## config.mk

```make
export PLATFORM = sky130hd
export DESIGN_NAME = regfile_write_queue
export DESIGN_NICKNAME = d
export VERILOG_FILES = /design/src/rtl/regfile_write_queue_pkg.sv /design/src/rtl/regfile_fwd_match.sv /design/src/rtl/regfile_write_queue_sva.sv /design/src/rtl/regfile_write_queue.sv
export SDC_FILE = /design/constraint.sdc
export NUM_CORES = 1
export LEC_CHECK = 0
export BUFFER_PORTS_ARGS = -buffer_cell sky130_fd_sc_hd__buf_2
export CORE_ASPECT_RATIO = 1.4
export CORE_MARGIN = 2
export CORE_UTILIZATION = 54
export CTS_BUF_LIST = sky130_fd_sc_hd__clkbuf_4
export DETAILED_ROUTE_END_ITERATION = 8
export PLACE_DENSITY_LB_ADDON = 0.15
export SLEW_MARGIN = 40
export SYNTH_ARGS = -nofsm -noshare
export SYNTH_HDL_FRONTEND = slang
export SYNTH_SLANG_ARGS = --single-unit
```

## constraint.sdc

```tcl
create_clock -name clk -period 3 [get_ports clk]
set_input_delay 0.45 -clock clk [delete_from_list [all_inputs] [get_ports clk]]
set_output_delay 0.45 -clock clk [all_outputs]
set_load 0.01 [all_outputs]
```

## src/rtl/regfile_write_queue_pkg.sv

```systemverilog
// Core-wide writeback types shared by the register-file write queue and its forwarding logic.
package regfile_write_queue_pkg;

  localparam int XLEN = 32;
  localparam int AW   = 5;

  localparam logic [AW-1:0] REG_ZERO = 5'd0;

  typedef struct packed {
    logic [AW-1:0]   rd;
    logic [XLEN-1:0] data;
  } wb_entry_t;

endpackage

```

## src/rtl/regfile_fwd_match.sv

```systemverilog
// Youngest-match search over the queued writes for one register read address.
// Entries are walked oldest to youngest, so the last hit wins.
module regfile_fwd_match
  import regfile_write_queue_pkg::*;
#(
  parameter  int DEPTH = 4,
  localparam int PW    = $clog2(DEPTH),
  localparam int CW    = PW + 1
) (
  input  wb_entry_t [DEPTH-1:0] i_entries,
  input  logic [PW-1:0]         i_head,
  input  logic [CW-1:0]         i_count,
  input  logic [AW-1:0]         i_addr,
  output logic                  o_hit,
  output logic [XLEN-1:0]       o_data
);

  logic [PW-1:0] w_idx;

  // Scan valid slots in age order; x0 never matches.
  always_comb begin
    o_hit  = 1'b0;
    o_data = {XLEN{1'b0}};
    w_idx  = {PW{1'b0}};
    for (int i = 0; i < DEPTH; i++) begin
      w_idx = i_head + PW'(i);
      if ((CW'(i) < i_count) && (i_addr != REG_ZERO) && (i_entries[w_idx].rd == i_addr)) begin
        o_hit  = 1'b1;
        o_data = i_entries[w_idx].data;
      end else begin
        o_hit  = o_hit;
        o_data = o_data;
      end
    end
  end

endmodule

```

## src/rtl/regfile_write_queue_sva.sv

```systemverilog
// Structural invariants of the register-file write queue.
module regfile_write_queue_sva #(
  parameter  int DEPTH = 4,
  localparam int CW    = $clog2(DEPTH) + 1
) (
  input logic          clk,
  input logic          reset,
  input logic          flush,
  input logic [CW-1:0] count,
  input logic          rf_we,
  input logic          mem_ready,
  input logic          alu_ready
);

  a_count_bound: assert property (@(posedge clk) disable iff (!reset)
    count <= CW'(DEPTH));

  a_no_pop_empty: assert property (@(posedge clk) disable iff (!reset)
    rf_we |-> (count != {CW{1'b0}}));

  a_flush_quiet: assert property (@(posedge clk) disable iff (!reset)
    flush |-> (!rf_we && !mem_ready && !alu_ready));

endmodule

```

## src/rtl/regfile_write_queue.sv

```systemverilog
// In-order write queue owning the register file write port: merges load and ALU results,
// retires one entry per cycle, and forwards pending values to both decode read ports.
module regfile_write_queue
  import regfile_write_queue_pkg::*;
#(
  parameter  int DEPTH = 4,
  localparam int PW    = $clog2(DEPTH),
  localparam int CW    = PW + 1
) (
  input  logic            clk,
  input  logic            reset,
  input  logic            flush,
  input  logic            mem_valid,
  input  logic [AW-1:0]   mem_rd,
  input  logic [XLEN-1:0] mem_data,
  output logic            mem_ready,
  input  logic            alu_valid,
  input  logic [AW-1:0]   alu_rd,
  input  logic [XLEN-1:0] alu_data,
  output logic            alu_ready,
  output logic            rf_we,
  output logic [AW-1:0]   rf_waddr,
  output logic [XLEN-1:0] rf_wdata,
  input  logic [AW-1:0]   fwd_a1,
  input  logic [AW-1:0]   fwd_a2,
  output logic            fwd_hit1,
  output logic [XLEN-1:0] fwd_data1,
  output logic            fwd_hit2,
  output logic [XLEN-1:0] fwd_data2,
  output logic [CW-1:0]   count,
  output logic            busy
);

  wb_entry_t [DEPTH-1:0] r_entries;
  logic [PW-1:0]         r_head;
  logic [PW-1:0]         r_tail;
  logic [CW-1:0]         r_count;

  logic          w_mem_acc;
  logic          w_alu_acc;
  logic          w_mem_push;
  logic          w_alu_push;
  logic          w_pop;
  logic [CW-1:0] w_mem_sum;
  logic [PW-1:0] w_alu_slot;

  // Ready ignores the same-cycle pop, so a full queue frees its slot one cycle later.
  assign mem_ready  = !flush && (r_count < CW'(DEPTH));
  assign w_mem_acc  = mem_valid && mem_ready;
  assign w_mem_sum  = r_count + CW'(w_mem_acc);
  assign alu_ready  = !flush && (w_mem_sum < CW'(DEPTH));
  assign w_alu_acc  = alu_valid && alu_ready;

  assign w_mem_push = w_mem_acc && (mem_rd != REG_ZERO);
  assign w_alu_push = w_alu_acc && (alu_rd != REG_ZERO);
  assign w_alu_slot = r_tail + PW'(w_mem_push);

  assign busy     = (r_count != {CW{1'b0}});
  assign count    = r_count;
  assign rf_we    = busy && !flush;
  assign w_pop    = rf_we;
  assign rf_waddr = busy ? r_entries[r_head].rd   : REG_ZERO;
  assign rf_wdata = busy ? r_entries[r_head].data : {XLEN{1'b0}};

  // Entry storage; the load result lands first so the ALU result is the younger one.
  always_ff @(posedge clk) begin
    if (w_mem_push) begin
      r_entries[r_tail] <= '{rd: mem_rd, data: mem_data};
    end
    if (w_alu_push) begin
      r_entries[w_alu_slot] <= '{rd: alu_rd, data: alu_data};
    end
  end

  // Pointer and occupancy update; flush empties the queue ahead of any push or pop.
  always_ff @(posedge clk or negedge reset) begin
    if (!reset) begin
      r_head  <= {PW{1'b0}};
      r_tail  <= {PW{1'b0}};
      r_count <= {CW{1'b0}};
    end else if (flush) begin
      r_head  <= {PW{1'b0}};
      r_tail  <= {PW{1'b0}};
      r_count <= {CW{1'b0}};
    end else begin
      r_head  <= r_head + PW'(w_pop);
      r_tail  <= r_tail + PW'(w_mem_push) + PW'(w_alu_push);
      r_count <= r_count + CW'(w_mem_push) + CW'(w_alu_push) - CW'(w_pop);
    end
  end

  regfile_fwd_match #(.DEPTH(DEPTH)) u_fwd1 (
    .i_entries (r_entries),
    .i_head    (r_head),
    .i_count   (r_count),
    .i_addr    (fwd_a1),
    .o_hit     (fwd_hit1),
    .o_data    (fwd_data1)
  );

  regfile_fwd_match #(.DEPTH(DEPTH)) u_fwd2 (
    .i_entries (r_entries),
    .i_head    (r_head),
    .i_count   (r_count),
    .i_addr    (fwd_a2),
    .o_hit     (fwd_hit2),
    .o_data    (fwd_data2)
  );

  regfile_write_queue_sva #(.DEPTH(DEPTH)) u_sva (
    .clk       (clk),
    .reset     (reset),
    .flush     (flush),
    .count     (r_count),
    .rf_we     (rf_we),
    .mem_ready (mem_ready),
    .alu_ready (alu_ready)
  );

endmodule
```

==> flow_metrics.env <==
export IMPL_tightest_slew_ps=559.9
export IMPL_path_buf_inv=5
export IMPL_required_ps=2550
export IMPL_drt_vias_per_instance=6.164
export IMPL_ant_nets=0
export IMPL_cp_slowest_cell="dfrtp_4"
export IMPL_synth_main_ff_cell="dfxtp_1"
export IMPL_cts_buffers=17
export IMPL_dp_slack_ps=-267.3
export IMPL_violations="setup timing"
export IMPL_finalCritPeriodShare=1.268
export IMPL_max_stage_delay_ps=510
export IMPL_initial_core_util=0.5521
export IMPL_coreArea_um2=22610
export IMPL_critPathKind="register to primary output"
export IMPL_leakage_nw=7.281
export IMPL_finalHoldViolCount=0
export IMPL_postPlaceCellArea_um2=14820
export IMPL_finalCriticalPeriod_ps=3803
export IMPL_grt_ovfl_total=0
export IMPL_critPathMostFrequentCell="buf_12"
export IMPL_htree_num_levels=4
export IMPL_cts_reportedPaths_clkPinSlew_ps=140
export IMPL_drv_slew=0
export IMPL_num_io_pins=199
export IMPL_crit_family="buffers and inverters"
export IMPL_wl_um=43830
export IMPL_area_growth_pct=29.76
export IMPL_synth_cells=1559
export IMPL_gp_congestion=0.9912
export IMPL_dp_hpwl_um=29340
export IMPL_skew_ps=14.26
export IMPL_power_density_nw_per_um2=944.9
export IMPL_end_kind="primary output"
export IMPL_synth_most_common_cell="nand2_1"
export IMPL_nFillCells=1802
export IMPL_fp_dieW_um=132.5
export IMPL_clk_latency_ps=590
export IMPL_grt_pass1_vias=12620
export IMPL_syn_nets=1656
export IMPL_tritoncts="yes"
export IMPL_grt_pass1_wl_um=67100
export IMPL_slew_headroom=0.6262
export IMPL_yosys_warnings=0
export IMPL_rows=65
export IMPL_netlist_area_um2=12480
export IMPL_drive_above_1_share=0.3366
export IMPL_ys_ff_latch=155
export IMPL_grt_max_degree=79
export IMPL_yosys_area_top_type="dfxtp_1"
export IMPL_max_freq_ghz=0.2630
export IMPL_start_kind="register"
export IMPL_fin_area_um2=16200
export IMPL_clk_path_buf_depth=2
export IMPL_die_y_um=183.9
export IMPL_first_pass_iters=5
export IMPL_min_path_type="input pin to register"
export IMPL_cap_viol_max_count=0
export IMPL_nets=1910
export IMPL_setup_slack_ps=-802.9
export IMPL_crit_chain="buf_12 -> buf_8 -> mux4_2 -> xnor2_2 -> nand3_2 -> nor4_4 -> buf_6 -> buf_12 -> mux2i_1 -> nand3_1 -> o221ai_2 -> buf_2"
export IMPL_antenna_found_initial=8
export IMPL_io_buffers=198
export IMPL_finalSetupViolations=88
export IMPL_cts_root_buffer="clkbuf_4"
export IMPL_post_drt_wl_per_cell_um=20.57
export IMPL_drt_initial_drc_count=1246
export IMPL_synth_area_leaders="dfxtp_1 (24%), mux2i_1 (20%), nand2_1 (8.7%)"
export IMPL_status="complete, but fails checks"
export IMPL_route_detailed_drc=0
export IMPL_dieArea_um2=24370
export IMPL_synth_edff_count=0
export IMPL_holdWs_ps=90.41
export IMPL_irDropWorstVdd_mv=0.5070
export IMPL_ys_top_cells_by_count="nand2_1 (288), mux2i_1 (250), o21ai_0 (207)"
export IMPL_clock_sinks=155
export IMPL_seq_area_frac_synth=0.2514
export IMPL_rsz0062_at_grt="yes"
export IMPL_cp_max_fo=8
export IMPL_vias=13140
export IMPL_synth_distinct_cells=55
export IMPL_arrival_ps=3350
export IMPL_synth_top_area_frac=0.2373
export IMPL_avgSynthCellArea_um2=8.007
export IMPL_track_usage=0.3469
export IMPL_async_flop_share=0.04516
power by group:
part | total [W] | switching [W] | internal (W)
combinational | 0.0101 | 0.00545 | 0.00464
sequential | 0.00386 | 0.000845 | 0.00301
clock | 0.00135 | 0.000782 | 0.000573
sequential cells by signal (all words and copies together), names as in the netlist:
register,count
r_entries,148
count,3
r_head,2
r_tail,2
final cells by class:
class,count,area (um^2),area share
Antenna cell,6,15.01,0.0009269
Clock buffer,18,135.1,0.008342
Clock inverter,12,151.4,0.009347
Inverter,13,52.55,0.003244
Multi-Input combinational cell,1250,9253,0.5712
Sequential cell,155,3146,0.1942
Tap cell,301,376.6,0.02325
Timing Repair Buffer,376,3069,0.1895
worst paths after layout:
kind / slack, ps / cells after the start / endpoint / from
max in group asynchronous: 2590 / 2 / r_head[1] / reset
setup reg to reg: 590 / 10 / count[2] / count[2]
hold / removal: 90 / 3 / r_entries[96] / alu_data[22]
hold reg to reg: 570 / 2 / r_entries[132] / r_entries[132]
setup / recovery: -800 / 12 / fwd_data2[23] / r_head[0]
min in group asynchronous: 220 / 2 / count[1] / reset
metal layers:
metal  wire length [um]  up-vias  part of all wire  GRT usage
met4               1909        2             0.044     0.1849
met3               3298      142             0.075    0.05597
li1                   -     6104                 -          -
met2              21400      697              0.49     0.6025
met5                 15        -           0.00034          0
met1              17210     6191              0.39     0.4099
cell families (layout without fill, tap and decap cells):
family / count (synthesis) / after routing / share of synthesized area
mux: 331 / 331 / 0.2916
buf+inv: 154 / 419 / 0.05282
compound gates: 422 / 422 / 0.2145
fa+ha+maj: 8 / 8 / 0.008620
flops: 155 / 155 / 0.2514
simple gates: 443 / 443 / 0.1488
xor+xnor: 46 / 46 / 0.03227
other cells: 0 / 6 / 0
worst register-to-register path, delay by kind of cell (launching register included):
kind                       cells  cell delay [ps]
adders and majority gates      3              900
and+or+nand+nor                4              500
buffers and inverters          1              170
xor gates and xnor gates       2              330
DFF                            1              410
cell usage in the layout, fill, tap and decap left out, drive strengths merged, types with 27 or more instances in the layout:
cell type and n:
a221oi 27, xnor2 29, nor2 77, o21ai 254, dfxtp 148, o22ai 30
mux2 61, mux2i 250, buf 373, a21oi 57, nand2 289
what timing repair did:
item,in CTS,in global routing
setup buffers,18,6
endpoints found under the hold margin,7,0
pin swaps,48,15
gates resized for setup,108,45
hold buffers,1,0
setup endpoints to repair,99,99
cloned,6,1
per-stage QoR:
step	total power, W	util	setup TNS, ps	std cells
global route	0.01630	0.7164	-61340	2131
global placement	0.01251	0.6553	-11550	2063
CTS	0.01482	0.7038	-50580	2118
detailed placement	0.01274	0.6553	-12720	2063
finish	0.01530	0.7164	-50020	2131
floorplan	0.009629	-	-0.3419	1559
No activity file was read; power rests on OpenSTA's default activity.
